$ cat src/rtl/ray_aabb_pkg.sv
`default_nettype none
// ============================================================================
// Module  : ray_aabb_pkg
// Brief   : Shared operand format, exception codes and defaults for the ray/AABB path.
// Revision: 1.0
// ============================================================================
package ray_aabb_pkg;

  localparam int FP_W   = 66;  // 2 exception + sign + 11 exp + 52 frac
  localparam int EXP_W  = 11;
  localparam int FRAC_W = 52;

  typedef enum logic [1:0] {
    EXC_ZERO   = 2'b00,
    EXC_NORMAL = 2'b01,
    EXC_INF    = 2'b10,
    EXC_NAN    = 2'b11
  } exc_e;

  localparam int CORE_LATENCY = 12;
  localparam int TAG_W_DEF    = 8;

  function automatic exc_e fp_exc(input logic [FP_W-1:0] v);
    return exc_e'(v[FP_W-1 -: 2]);
  endfunction

endpackage
`default_nettype wire

$ cat src/rtl/ray_aabb_tag_fifo.sv
`default_nettype none
// ============================================================================
// Module  : ray_aabb_tag_fifo
// Brief   : Show-ahead result FIFO with occupancy count and write-drop flag.
// Revision: 1.0
// ============================================================================
module ray_aabb_tag_fifo #(
  parameter int DATA_W = 9,
  parameter int DEPTH  = 16
) (
  input  logic                     clk,
  input  logic                     rst,
  input  logic                     i_wr_en,
  input  logic [DATA_W-1:0]        i_wr_data,
  input  logic                     i_rd_en,
  output logic [DATA_W-1:0]        o_rd_data,
  output logic                     o_empty,
  output logic [$clog2(DEPTH):0]   o_count,
  output logic                     o_wr_drop
);

  localparam int                 c_PTR_W = $clog2(DEPTH);
  localparam logic [c_PTR_W:0]   c_DEPTH = (c_PTR_W+1)'(DEPTH);

  logic [DATA_W-1:0]  r_mem [DEPTH];
  logic [c_PTR_W-1:0] r_wr_ptr;
  logic [c_PTR_W-1:0] r_rd_ptr;
  logic [c_PTR_W:0]   r_count;
  logic               w_full;
  logic               w_wr_ok;
  logic               w_rd_ok;

  assign w_full    = (r_count == c_DEPTH);
  assign o_empty   = (r_count == '0);
  assign w_wr_ok   = i_wr_en & ~w_full;
  assign w_rd_ok   = i_rd_en & ~o_empty;
  assign o_wr_drop = i_wr_en & w_full;
  assign o_count   = r_count;
  // Head reads zero when empty so stale entries never leak to the consumer.
  assign o_rd_data = o_empty ? '0 : r_mem[r_rd_ptr];

  always_ff @(posedge clk or negedge rst) begin
    if (!rst) begin
      r_wr_ptr <= '0;
      r_rd_ptr <= '0;
      r_count  <= '0;
    end else begin
      if (w_wr_ok) r_wr_ptr <= r_wr_ptr + 1'b1;
      if (w_rd_ok) r_rd_ptr <= r_rd_ptr + 1'b1;
      case ({w_wr_ok, w_rd_ok})
        2'b10:   r_count <= r_count + 1'b1;
        2'b01:   r_count <= r_count - 1'b1;
        default: r_count <= r_count;
      endcase
    end
  end

  always_ff @(posedge clk) begin
    if (w_wr_ok) r_mem[r_wr_ptr] <= i_wr_data;
  end

endmodule
`default_nettype wire

$ cat src/rtl/ray_aabb_hit_collector.sv
`default_nettype none
// ============================================================================
// Module  : ray_aabb_hit_collector
// Brief   : Credit-gated issue, tag pipe alongside the core, and buffered hit results.
// Revision: 1.0
// ============================================================================
module ray_aabb_hit_collector
  import ray_aabb_pkg::*;
#(
  parameter int LATENCY    = CORE_LATENCY,
  parameter int TAG_W      = TAG_W_DEF,
  parameter int FIFO_DEPTH = 16
) (
  input  logic                          clk,
  input  logic                          rst,
  input  logic                          in_valid,
  input  logic [TAG_W-1:0]              in_tag,
  output logic                          in_ready,
  input  logic                          core_hit_miss,
  output logic                          out_valid,
  input  logic                          out_ready,
  output logic [TAG_W-1:0]              out_tag,
  output logic                          out_hit,
  output logic [$clog2(FIFO_DEPTH):0]   fifo_level,
  output logic [31:0]                   hit_count,
  output logic                          overflow_err
);

  localparam int                   c_LVL_W   = $clog2(FIFO_DEPTH) + 1;
  localparam logic [c_LVL_W-1:0]   c_CREDITS = c_LVL_W'(FIFO_DEPTH);

  logic [c_LVL_W-1:0] r_outstanding;
  logic [LATENCY-1:0] r_v;
  logic [TAG_W-1:0]   r_tag [LATENCY];
  logic [31:0]        r_hit_count;
  logic               r_overflow_err;

  logic               w_issue;
  logic               w_pop;
  logic               w_cap;
  logic [TAG_W:0]     w_cap_data;
  logic [TAG_W:0]     w_rd_data;
  logic               w_empty;
  logic               w_wr_drop;

  // Credits cover both in-flight rays and buffered results, so a capture always finds room.
  assign in_ready   = (r_outstanding < c_CREDITS);
  assign w_issue    = in_valid & in_ready;
  assign w_pop      = out_valid & out_ready;
  assign w_cap      = r_v[LATENCY-1];
  assign w_cap_data = {r_tag[LATENCY-1], core_hit_miss};

  always_ff @(posedge clk or negedge rst) begin
    if (!rst) begin
      r_outstanding <= '0;
    end else begin
      case ({w_issue, w_pop})
        2'b10:   r_outstanding <= r_outstanding + 1'b1;
        2'b01:   r_outstanding <= r_outstanding - 1'b1;
        default: r_outstanding <= r_outstanding;
      endcase
    end
  end

  always_ff @(posedge clk or negedge rst) begin
    if (!rst) begin
      r_v <= '0;
      for (int i = 0; i < LATENCY; i++) r_tag[i] <= '0;
    end else begin
      r_v[0]   <= w_issue;
      r_tag[0] <= in_tag;
      for (int i = 1; i < LATENCY; i++) begin
        r_v[i]   <= r_v[i-1];
        r_tag[i] <= r_tag[i-1];
      end
    end
  end

  ray_aabb_tag_fifo #(
    .DATA_W (TAG_W + 1),
    .DEPTH  (FIFO_DEPTH)
  ) u_fifo (
    .clk       (clk),
    .rst       (rst),
    .i_wr_en   (w_cap),
    .i_wr_data (w_cap_data),
    .i_rd_en   (w_pop),
    .o_rd_data (w_rd_data),
    .o_empty   (w_empty),
    .o_count   (fifo_level),
    .o_wr_drop (w_wr_drop)
  );

  assign out_valid = ~w_empty;
  assign out_tag   = w_rd_data[TAG_W:1];
  assign out_hit   = w_rd_data[0];

  always_ff @(posedge clk or negedge rst) begin
    if (!rst) begin
      r_hit_count    <= '0;
      r_overflow_err <= 1'b0;
    end else begin
      if (w_pop && out_hit && (r_hit_count != '1)) r_hit_count <= r_hit_count + 32'd1;
      if (w_wr_drop) r_overflow_err <= 1'b1;
    end
  end

  assign hit_count    = r_hit_count;
  assign overflow_err = r_overflow_err;

endmodule
`default_nettype wire

$ cat config.mk
export PLATFORM = sky130hd
export DESIGN_NAME = ray_aabb_hit_collector
export DESIGN_NICKNAME = d
export VERILOG_FILES = /design/src/rtl/ray_aabb_pkg.sv /design/src/rtl/ray_aabb_tag_fifo.sv /design/src/rtl/ray_aabb_hit_collector.sv
export SDC_FILE = /design/constraint.sdc
export NUM_CORES = 1
export LEC_CHECK = 0
export ABC_CLOCK_PERIOD_IN_PS = 3720
export BUFFER_PORTS_ARGS = -buffer_cell sky130_fd_sc_hd__buf_2
export CORE_UTILIZATION = 35
export DETAILED_ROUTE_END_ITERATION = 8
export MAX_ROUTING_LAYER = met4
export SLEW_MARGIN = 40
export SYNTH_ARGS = -nofsm -noshare
export SYNTH_HDL_FRONTEND = slang
export SYNTH_SLANG_ARGS = --single-unit
$ cat constraint.sdc
create_clock -name clk -period 3.72 [get_ports clk]
set_input_delay 0.93 -clock clk [delete_from_list [all_inputs] [get_ports clk]]
set_output_delay 0.93 -clock clk [all_outputs]
set_load 0.05 [all_outputs]
==> flow_summary.ini, run 1 <==
[status]
status = finished, violations left
violations = design-rule violations

[finish]
finalNetCount = 724
design_area_um2 = 13000
diodes = 0
layout.cells.non_filler = 1118
drive_gt1_share_pct = 26.2
area_growth_syn_to_layout_pct = 18.2

[sta]
worstMarginPinSlew_ps = 669
finalSetupViolations = 0
tns_ps = 0
max_freq_ghz = 0.276
period_share_pct = 97.5
hold-worst-slack_ps = 320
layout_min_cycle_time_ps = 3630
maxSlewHeadroom_pct = 55.2
rsz0062_at_grt = false
fin_skew_ps = 30.9
slew_violations = 0
hold_viol_final = 0

[placement]
port_buffers = 61
place_area_um2 = 11900
dp_cells = 1060
place.detailed.hpwl_um = 11700
gp_congestion = 0.758

[setup_path]
path_cells = buf_12 -> mux4_2 -> mux4_2 -> nor2b_1 -> buf_2
cp-start-kind = flip-flop
path_depth = 5
cp_slowest_cell = mux4_2
worstPathRequired_ps = 2790
rr_worst_depth = 10
cpMostUsedCell = mux4_2
cp_num_buf_inv = 2
crit_arrival_ps = 2700
crit_fanout = 16
critical_path_class = flip-flop to primary output
crit_path_max_incr_delay_ps = 520
path_delay_family = multiplexers
endpoint_kind = primary output

[run]
maxCapViolCount = 0

[route]
drt_wl_total_um = 19600
drtIter0Drc = 376
drc = 4
post_drt_wl_per_cell_um = 17.5
drt.antenna.violating_nets = 0
viasPerCell = 4.79
num_vias = 5354
firstDrtPassIters = 6

[synthesis]
synthesis.area_um2 = 11000
synth_top_flop_cell = dfrtp_1
synth_edf_count = 144
syn_nets = 629
synth_cells = 603
synth_cell_type_count = 44
yosysSeqAreaShare_pct = 75.6
avgSynthCellArea_um2 = 18.2
ys_seq_elements = 303
async_flop_share_pct = 52.5
synth_warnings = 0

[floorplan]
fp.dieH_um = 179
design.die.area_um2 = 32100
start_util_pct = 35.7
fp.dieW_um = 179
io_pins = 62
row_count = 64
coreArea_um2 = 30700

[grt]
grt_pass1_vias = 5382
grt_max_degree = 87
overflow = 0
grt_pass1_wl_um = 31100
antenna_found_initial = 0
global_route.usage.total_pct = 13.2

[power]
sw_frac_of_total_pct = 31.2
power_frac_seq_pct = 41.8
power_density_nw_per_um2 = 763
clock_power_share_pct = 31.5
combPwrFrac_pct = 26.6
p_leak_nw = 5.02
p_switching_w = 0.00309
ir_drop_mv = 0.501
intPower_w = 0.00682

[clock_tree]
cts-htree-levels = 1
root_buffer = clkbuf_16
holdBufCountCts = 0
tritoncts = yes
clk_pin_slew_ps = 60
cts.sinks = 303
clk_path_buf_depth = 3
insertion_delay_ps = 570
cts_buffers = 30

[worst_hold_path]
holdCritPathClass = flip-flop to flip-flop
hold_depth = 0
[area by class of cell]
class                      instances  area, µm²
multi-input combinational        266       2540
fill                            2733      17800
sequential                       303       8300
clock inverter                    15        196
inverter                           8       30.0
clock buffer                      41        852
timing repair buffer              89        567
tap                              396        495
[cells by family after synthesis]
logic type      count (synthesis)  synth area share [%]
fa+ha+maj                      13                  1.48
xor+xnor                       48                  3.83
compound gates                 23                  1.39
mux                            51                  9.84
flops                         303                  75.6
buf+inv                        34                  1.38
simple gates                  131                  6.45
[power groups by stage]
stage / sequential (W) / clock [W] / combinational [W]
after global placement: 0.00419 / 0 / 0.00261
after floorplan: 0.00427 / 0 / 0.00193
final: 0.00414 / 0.00312 / 0.00264
after detailed placement: 0.00420 / 0 / 0.00263
after CTS: 0.00413 / 0.00321 / 0.00264
after global routing: 0.00420 / 0.00333 / 0.00286
[per-stage QoR]
step	total power (W)	utilization, %	worst slack [ps]
final	0.00990	42.2	94.3
after global routing	0.0104	42.2	8.80
after CTS	0.00998	42.1	18.8
after detailed placement	0.00683	38.7	637
after global placement	0.00679	38.7	648
after floorplan	0.00620	-	451
[repair_timing]
| item | 4_1_cts | 5_1_grt |
|---|---|---|
| setup endpoints to repair | 0 | 9 |
| buffers inserted | 0 | 1 |
| endpoints found under the hold margin | 0 | 0 |
| gates resized for setup | 0 | 1 |
[layout by cell type, fill, tap and decap left out, drive strengths merged, types with 11 or more instances in the layout]
master / n
nor2b: 11
clkbuf: 43
nand2: 21
nand3: 15
and3: 11
nor2: 24
mux4: 45
ha: 13
buf: 87
xnor2: 39
nand4: 24
edfxtp: 144
dfrtp: 159
[flip-flops by register name (all words and copies together), names as in the netlist]
signal           count
u_fifo.r_rd_ptr      4
overflow_err         1
u_fifo.r_mem       144
r_tag               96
r_v                 12
hit_count           32
u_fifo.r_wr_ptr      4
u_fifo.o_count       5
r_outstanding        5
[routing by layer]
layer | vias up | part of all wire (%) | global-route usage, %
li1 | 2442 | - | -
met1 | 2760 | 46 | 17.8
met2 | 120 | 47 | 20.4
met3 | 32 | 4.7 | 2.63
met4 | 0 | 2.2 | 3.43
met5 | - | 0 | -
[final timing paths]
path / startpoint / to / slack, ps
max: u_fifo.r_rd_ptr[0] / out_tag[6] / 90
min: r_v[4] / r_v[5] / 320
max reg2reg: u_fifo.o_count[2] / r_outstanding[4] / 850
min reg2reg: r_v[4] / r_v[5] / 320
max in group asynchronous: rst / r_tag[55] / 2470
min in group asynchronous: rst / hit_count[8] / 380
[Yosys cell counts (5+ instances only)]
master / n / area (µm²)
dfrtp_1: 159 / 3980
edfxtp_1: 144 / 4320
mux4_2: 45 / 1010
xnor2_1: 39 / 342
nand4_1: 24 / 150
nor2_1: 24 / 90.1
nand2_1: 20 / 75.1
nand3_1: 15 / 75.1
ha_1: 13 / 163
clkbuf_1: 12 / 45.0
and3_1: 11 / 68.8
nor2b_1: 11 / 68.8
xor2_1: 9 / 78.8
buf_2: 7 / 35.0
a21oi_1: 6 / 30.0
inv_1: 6 / 22.5
nor3_1: 6 / 30.0
buf_1: 5 / 18.8
Note: power is estimated with default switching activity, not from simulation.
==> inputs of run 2 (changes only) <==
--- a/config.mk
+++ b/config.mk
@@ -9,7 +9,6 @@
 export BUFFER_PORTS_ARGS = -buffer_cell sky130_fd_sc_hd__buf_2
 export CORE_UTILIZATION = 35
 export DETAILED_ROUTE_END_ITERATION = 8
-export MAX_ROUTING_LAYER = met4
 export SLEW_MARGIN = 40
 export SYNTH_ARGS = -nofsm -noshare
 export SYNTH_HDL_FRONTEND = slang
==> flow_summary.ini, run 2 (same netlist as run 1, synthesis figures left out) <==
[status]
status = finished, violations left
violations = design-rule violations

[setup_path]
endpoint_kind = primary output
rr_worst_depth = 10
cpMostUsedCell = mux4_2
crit_path_max_incr_delay_ps = 520
cp_slowest_cell = mux4_2
worstPathRequired_ps = 2790
path_cells = buf_12 -> mux4_2 -> mux4_2 -> nor2b_1 -> buf_2
crit_arrival_ps = 2690
r2r_start = u_fifo.o_count[2]
critical_path_class = flip-flop to primary output
cp-start-kind = flip-flop
rr_endpoint = r_outstanding[4]
crit_fanout = 16
crit_start = u_fifo.r_rd_ptr[0]
critPathCapture = out_tag[6]
worst-r2r-setup-slack_ps = 840

[floorplan]
fp.dieW_um = 179
design.die.area_um2 = 32100
row_count = 64
coreArea_um2 = 30700
io_pins = 62
fp.dieH_um = 179
start_util_pct = 35.7

[route]
num_vias = 5349
post_drt_wl_per_cell_um = 17.5
drt.antenna.violating_nets = 0
viasPerCell = 4.78
firstDrtPassIters = 6
drt_wl_total_um = 19600
drtIter0Drc = 376
drc = 4

[placement]
gp_congestion = 0.749
dp_cells = 1060
port_buffers = 61
place.detailed.hpwl_um = 11700

[finish]
multi_input_area_um2 = 2540
area_growth_syn_to_layout_pct = 18.2
layout.cells.non_filler = 1118
final_cell_mix = 158 x dfrtp_1, 144 x edfxtp_1, 60 x buf_2
diodes = 0
finalNetCount = 724
largest_reg_flops = 144
drive_gt1_share_pct = 26.2
fin_util_pct = 42.2
final_common_cell = dfrtp_1
fillers = 2733
largest_register = u_fifo.r_mem
ff_latch_area_um2 = 8300

[grt]
grt.met2_usage_pct = 20.5
grt_use_met1_pct = 17.6
grt-busiest-layer = met2
grt_max_degree = 87
antenna_found_initial = 0
overflow = 0
grt_pass1_wl_um = 31100
grtUsageMet3_pct = 2.84
global_route.usage.total_pct = 12.8
grt_pass1_vias = 5376

[sta]
slew_violations = 0
tns_ps = 0
hold_viol_final = 0
layout_min_cycle_time_ps = 3620
max_freq_ghz = 0.276
finalSetupViolations = 0
period_share_pct = 97.3
fin_skew_ps = 30.1
worstMarginPinSlew_ps = 677
maxSlewHeadroom_pct = 54.9
rsz0062_at_grt = false

[clock_tree]
clk_path_buf_depth = 3
holdBufCountCts = 0
insertion_delay_ps = 570
root_buffer = clkbuf_16
clk_pin_slew_ps = 60
cts.sinks = 303
tritoncts = yes
cts_buffers = 30
cts-htree-levels = 1

[worst_hold_path]
hp-start = r_tag[12]
holdCritPathClass = flip-flop to flip-flop

[run]
maxCapViolCount = 0

[power]
power_density_nw_per_um2 = 763
p_leak_nw = 5.02
ir_drop_mv = 0.502
[run 2: cell counts in the layout (fill, tap and decap cells not counted)]
No cell type changed its count.
[run 2: worst min path at each step]
stage,endpoint,slack [ps],depth (start not counted)
global route,r_tag[9],340,0
floorplan,r_tag[0],330,0
detailed placement,r_tag[18],330,0
finish,r_tag[4],320,0
CTS,r_tag[7],320,0
global placement,r_tag[44],330,0
[run 2: routing by layer]
metal,wire [µm],up-vias,share of wire (%)
met5,0,-,0
met3,1360,31,6.9
li1,-,2439,-
met2,9200,136,47
met1,8600,2743,44
met4,442,0,2.3
[run 2: critical path: cells and delay by family, from the launching register on]
kind	cells	cell delay, ps
buffers and inverters	2	440
multiplexers	2	1030
AND/OR/NAND/NOR	1	150
flip-flops	1	480
[run 2: through the flow]
stage / power (W) / worst slack [ps] / area (µm²) / hold WS [ps]
2_1_floorplan: 0.00620 / 451 / 11000 / 331
6_report: 0.00990 / 101 / 13000 / 320
4_1_cts: 0.00998 / 18.8 / 12900 / 324
5_1_grt: 0.0104 / 8.80 / 13000 / 337
3_3_place_gp: 0.00679 / 648 / 11900 / 332
3_5_place_dp: 0.00683 / 637 / 11900 / 335
[run 2: power by group]
| part | internal, W | switching (W) |
|---|---|---|
| clock network | 0.00188 | 0.00124 |
| logic | 0.00109 | 0.00155 |
| registers | 0.00385 | 0.000295 |
| total | 0.00682 | 0.00309 |
[run 2: final cells by class]
| class | instances | area share, % |
|---|---|---|
| Clock buffer | 41 | 6.56 |
| Multi-Input combinational cell | 266 | 19.5 |
| Inverter | 8 | 0.231 |
| Tap cell | 396 | 3.82 |
| Timing Repair Buffer | 89 | 4.37 |
| Clock inverter | 15 | 1.51 |
| Sequential cell | 303 | 64.0 |
[run 2: repair_timing]
item,4_1_cts,5_1_grt
resized for setup,0,1
endpoints found under the setup margin,0,9
buffers inserted,0,1
==> inputs of run 3 (changes only) <==
--- a/config.mk
+++ b/config.mk
@@ -6,9 +6,11 @@
 export NUM_CORES = 1
 export LEC_CHECK = 0
 export ABC_CLOCK_PERIOD_IN_PS = 3720
-export BUFFER_PORTS_ARGS = -buffer_cell sky130_fd_sc_hd__buf_2
 export CORE_UTILIZATION = 35
+export CTS_CLUSTER_SIZE = 30
 export DETAILED_ROUTE_END_ITERATION = 8
+export DONT_BUFFER_PORTS = 1
+export SETUP_SLACK_MARGIN = 0.02
 export SLEW_MARGIN = 40
 export SYNTH_ARGS = -nofsm -noshare
 export SYNTH_HDL_FRONTEND = slang
==> flow_summary.ini, run 3 (same netlist as run 1, synthesis figures left out) <==
[finish]
area_growth_syn_to_layout_pct = 16.7
largest_reg_flops = 144
final_common_cell = dfrtp_1
largest_register = u_fifo.r_mem
design_area_um2 = 12800
diodes = 0
finalNetCount = 689
fin_util_pct = 41.7
drive_gt1_share_pct = 21.7
final_cell_mix = 158 x dfrtp_1, 144 x edfxtp_1, 51 x buf_4

[floorplan]
row_count = 64
fp.dieW_um = 179
coreArea_um2 = 30700
fp.dieH_um = 179
design.die.area_um2 = 32100
start_util_pct = 35.7
io_pins = 62

[route]
drt.antenna.violating_nets = 0
drc = 4
viasPerCell = 4.84
drt_wl_total_um = 19900
firstDrtPassIters = 6
drtIter0Drc = 273
post_drt_wl_per_cell_um = 18.4
num_vias = 5250

[sta]
tns_ps = 0
max_freq_ghz = 0.279
slew_violations = 0
finalSetupViolations = 0
worstMarginPinSlew_ps = 779
layout_min_cycle_time_ps = 3580
finalWorstSetupSlack_ps = 139
period_share_pct = 96.3
fin_skew_ps = 14.9
maxSlewHeadroom_pct = 48.1
hold_viol_final = 0
rsz0062_at_grt = false

[setup_path]
critical_path_class = flip-flop to primary output
endpoint_kind = primary output
critPathCapture = out_tag[3]
worst-r2r-setup-slack_ps = 430
crit_fanout = 8
crit_arrival_ps = 2650
crit_start = u_fifo.r_rd_ptr[0]
rr_endpoint = r_outstanding[4]
worstPathRequired_ps = 2790
cp-start-kind = flip-flop
r2r_start = u_fifo.o_count[0]
rr_worst_depth = 11

[placement]
pre_cts_ws_ps = 489
port_buffers = 0
gp_congestion = 0.777
place.detailed.hpwl_um = 12100
place_area_um2 = 11800

[grt]
overflow = 0
grt_pass1_wl_um = 31300
grt_max_degree = 160
grt_pass1_vias = 5542
global_route.usage.total_pct = 12.9
antenna_found_initial = 0

[status]
status = finished, violations left
violations = design-rule violations

[clock_tree]
tritoncts = yes
root_buffer = clkbuf_16
clk_path_buf_depth = 3
cts_buffers = 31
insertion_delay_ps = 560
clk_pin_slew_ps = 60
cts.sinks = 303
cts-htree-levels = 1

[run]
maxCapViolCount = 0

[worst_hold_path]
holdCritPathClass = input port to async pin

[power]
power_density_nw_per_um2 = 773
ir_drop_mv = 0.454
p_leak_nw = 4.85
run 3: changes by cell type in the layout (fill, tap and decap cells not counted), moves of 2 or more:
| cell | change |
|---|---|
| clkinv_1 | +2 |
| clkbuf_1 | +3 |
| buf_4 | +26 |
| buf_2 | -60 |
| clkbuf_8 | -5 |
run 3: final cells by class:
cell class	count	area, µm²
clock buffers	41	833
clock inverters	17	195
inverters	8	30.0
multi-input cells	266	2530
repair buffers	53	423
well taps	396	495
flip-flops and latches	303	8300
fillers	2765	17900
run 3: critical path, stage by stage, from the launching register on:
cell and delay (ps):
dfrtp_2 480, buf_4 230, mux4_2 520, mux4_2 510, nor2b_1 150, buf_4 190
run 3: timing repair:
| action | 4_1_cts | 5_1_grt |
|---|---|---|
| endpoints found under the setup margin | 0 | 5 |
| buffers inserted | 0 | 3 |
| resized for setup | 0 | 1 |
| hold buffers | 0 | 0 |
| hold endpoints to repair | 0 | 0 |
run 3: worst min-delay path by stage:
stage	start	end	slack, ps
floorplan	r_tag[8]	r_tag[0]	330
detailed placement	r_tag[21]	r_tag[13]	330
global route	rst	r_v[7]	40
CTS	rst	r_v[7]	50
finish	rst	hit_count[7]	80
global placement	r_tag[63]	r_tag[55]	330
run 3: stage by stage:
stage | instances | total power, W | hold slack [ps]
5_1_grt | 1084 | 0.0104 | 37.5
4_1_cts | 1081 | 0.0100 | 45.8
2_1_floorplan | 603 | 0.00620 | 331
3_3_place_gp | 1023 | 0.00679 | 332
6_report | 1084 | 0.00990 | 77.9
3_5_place_dp | 1023 | 0.00691 | 335
run 3: per-layer routing:
layer | routed length [µm] | vias to the layer above | track usage, %
li1 | - | 2376 | -
met1 | 8300 | 2713 | 16.2
met2 | 9950 | 129 | 22.0
met3 | 1220 | 32 | 3.16
met4 | 453 | 0 | 3.43
met5 | 0 | - | 0
run 3: power breakdown:
part | switching (W) | internal, W | leakage [nW]
logic | 0.00147 | 0.00115 | 1.11
registers | 0.000375 | 0.00385 | 3.23
clock network | 0.00122 | 0.00185 | 0.503
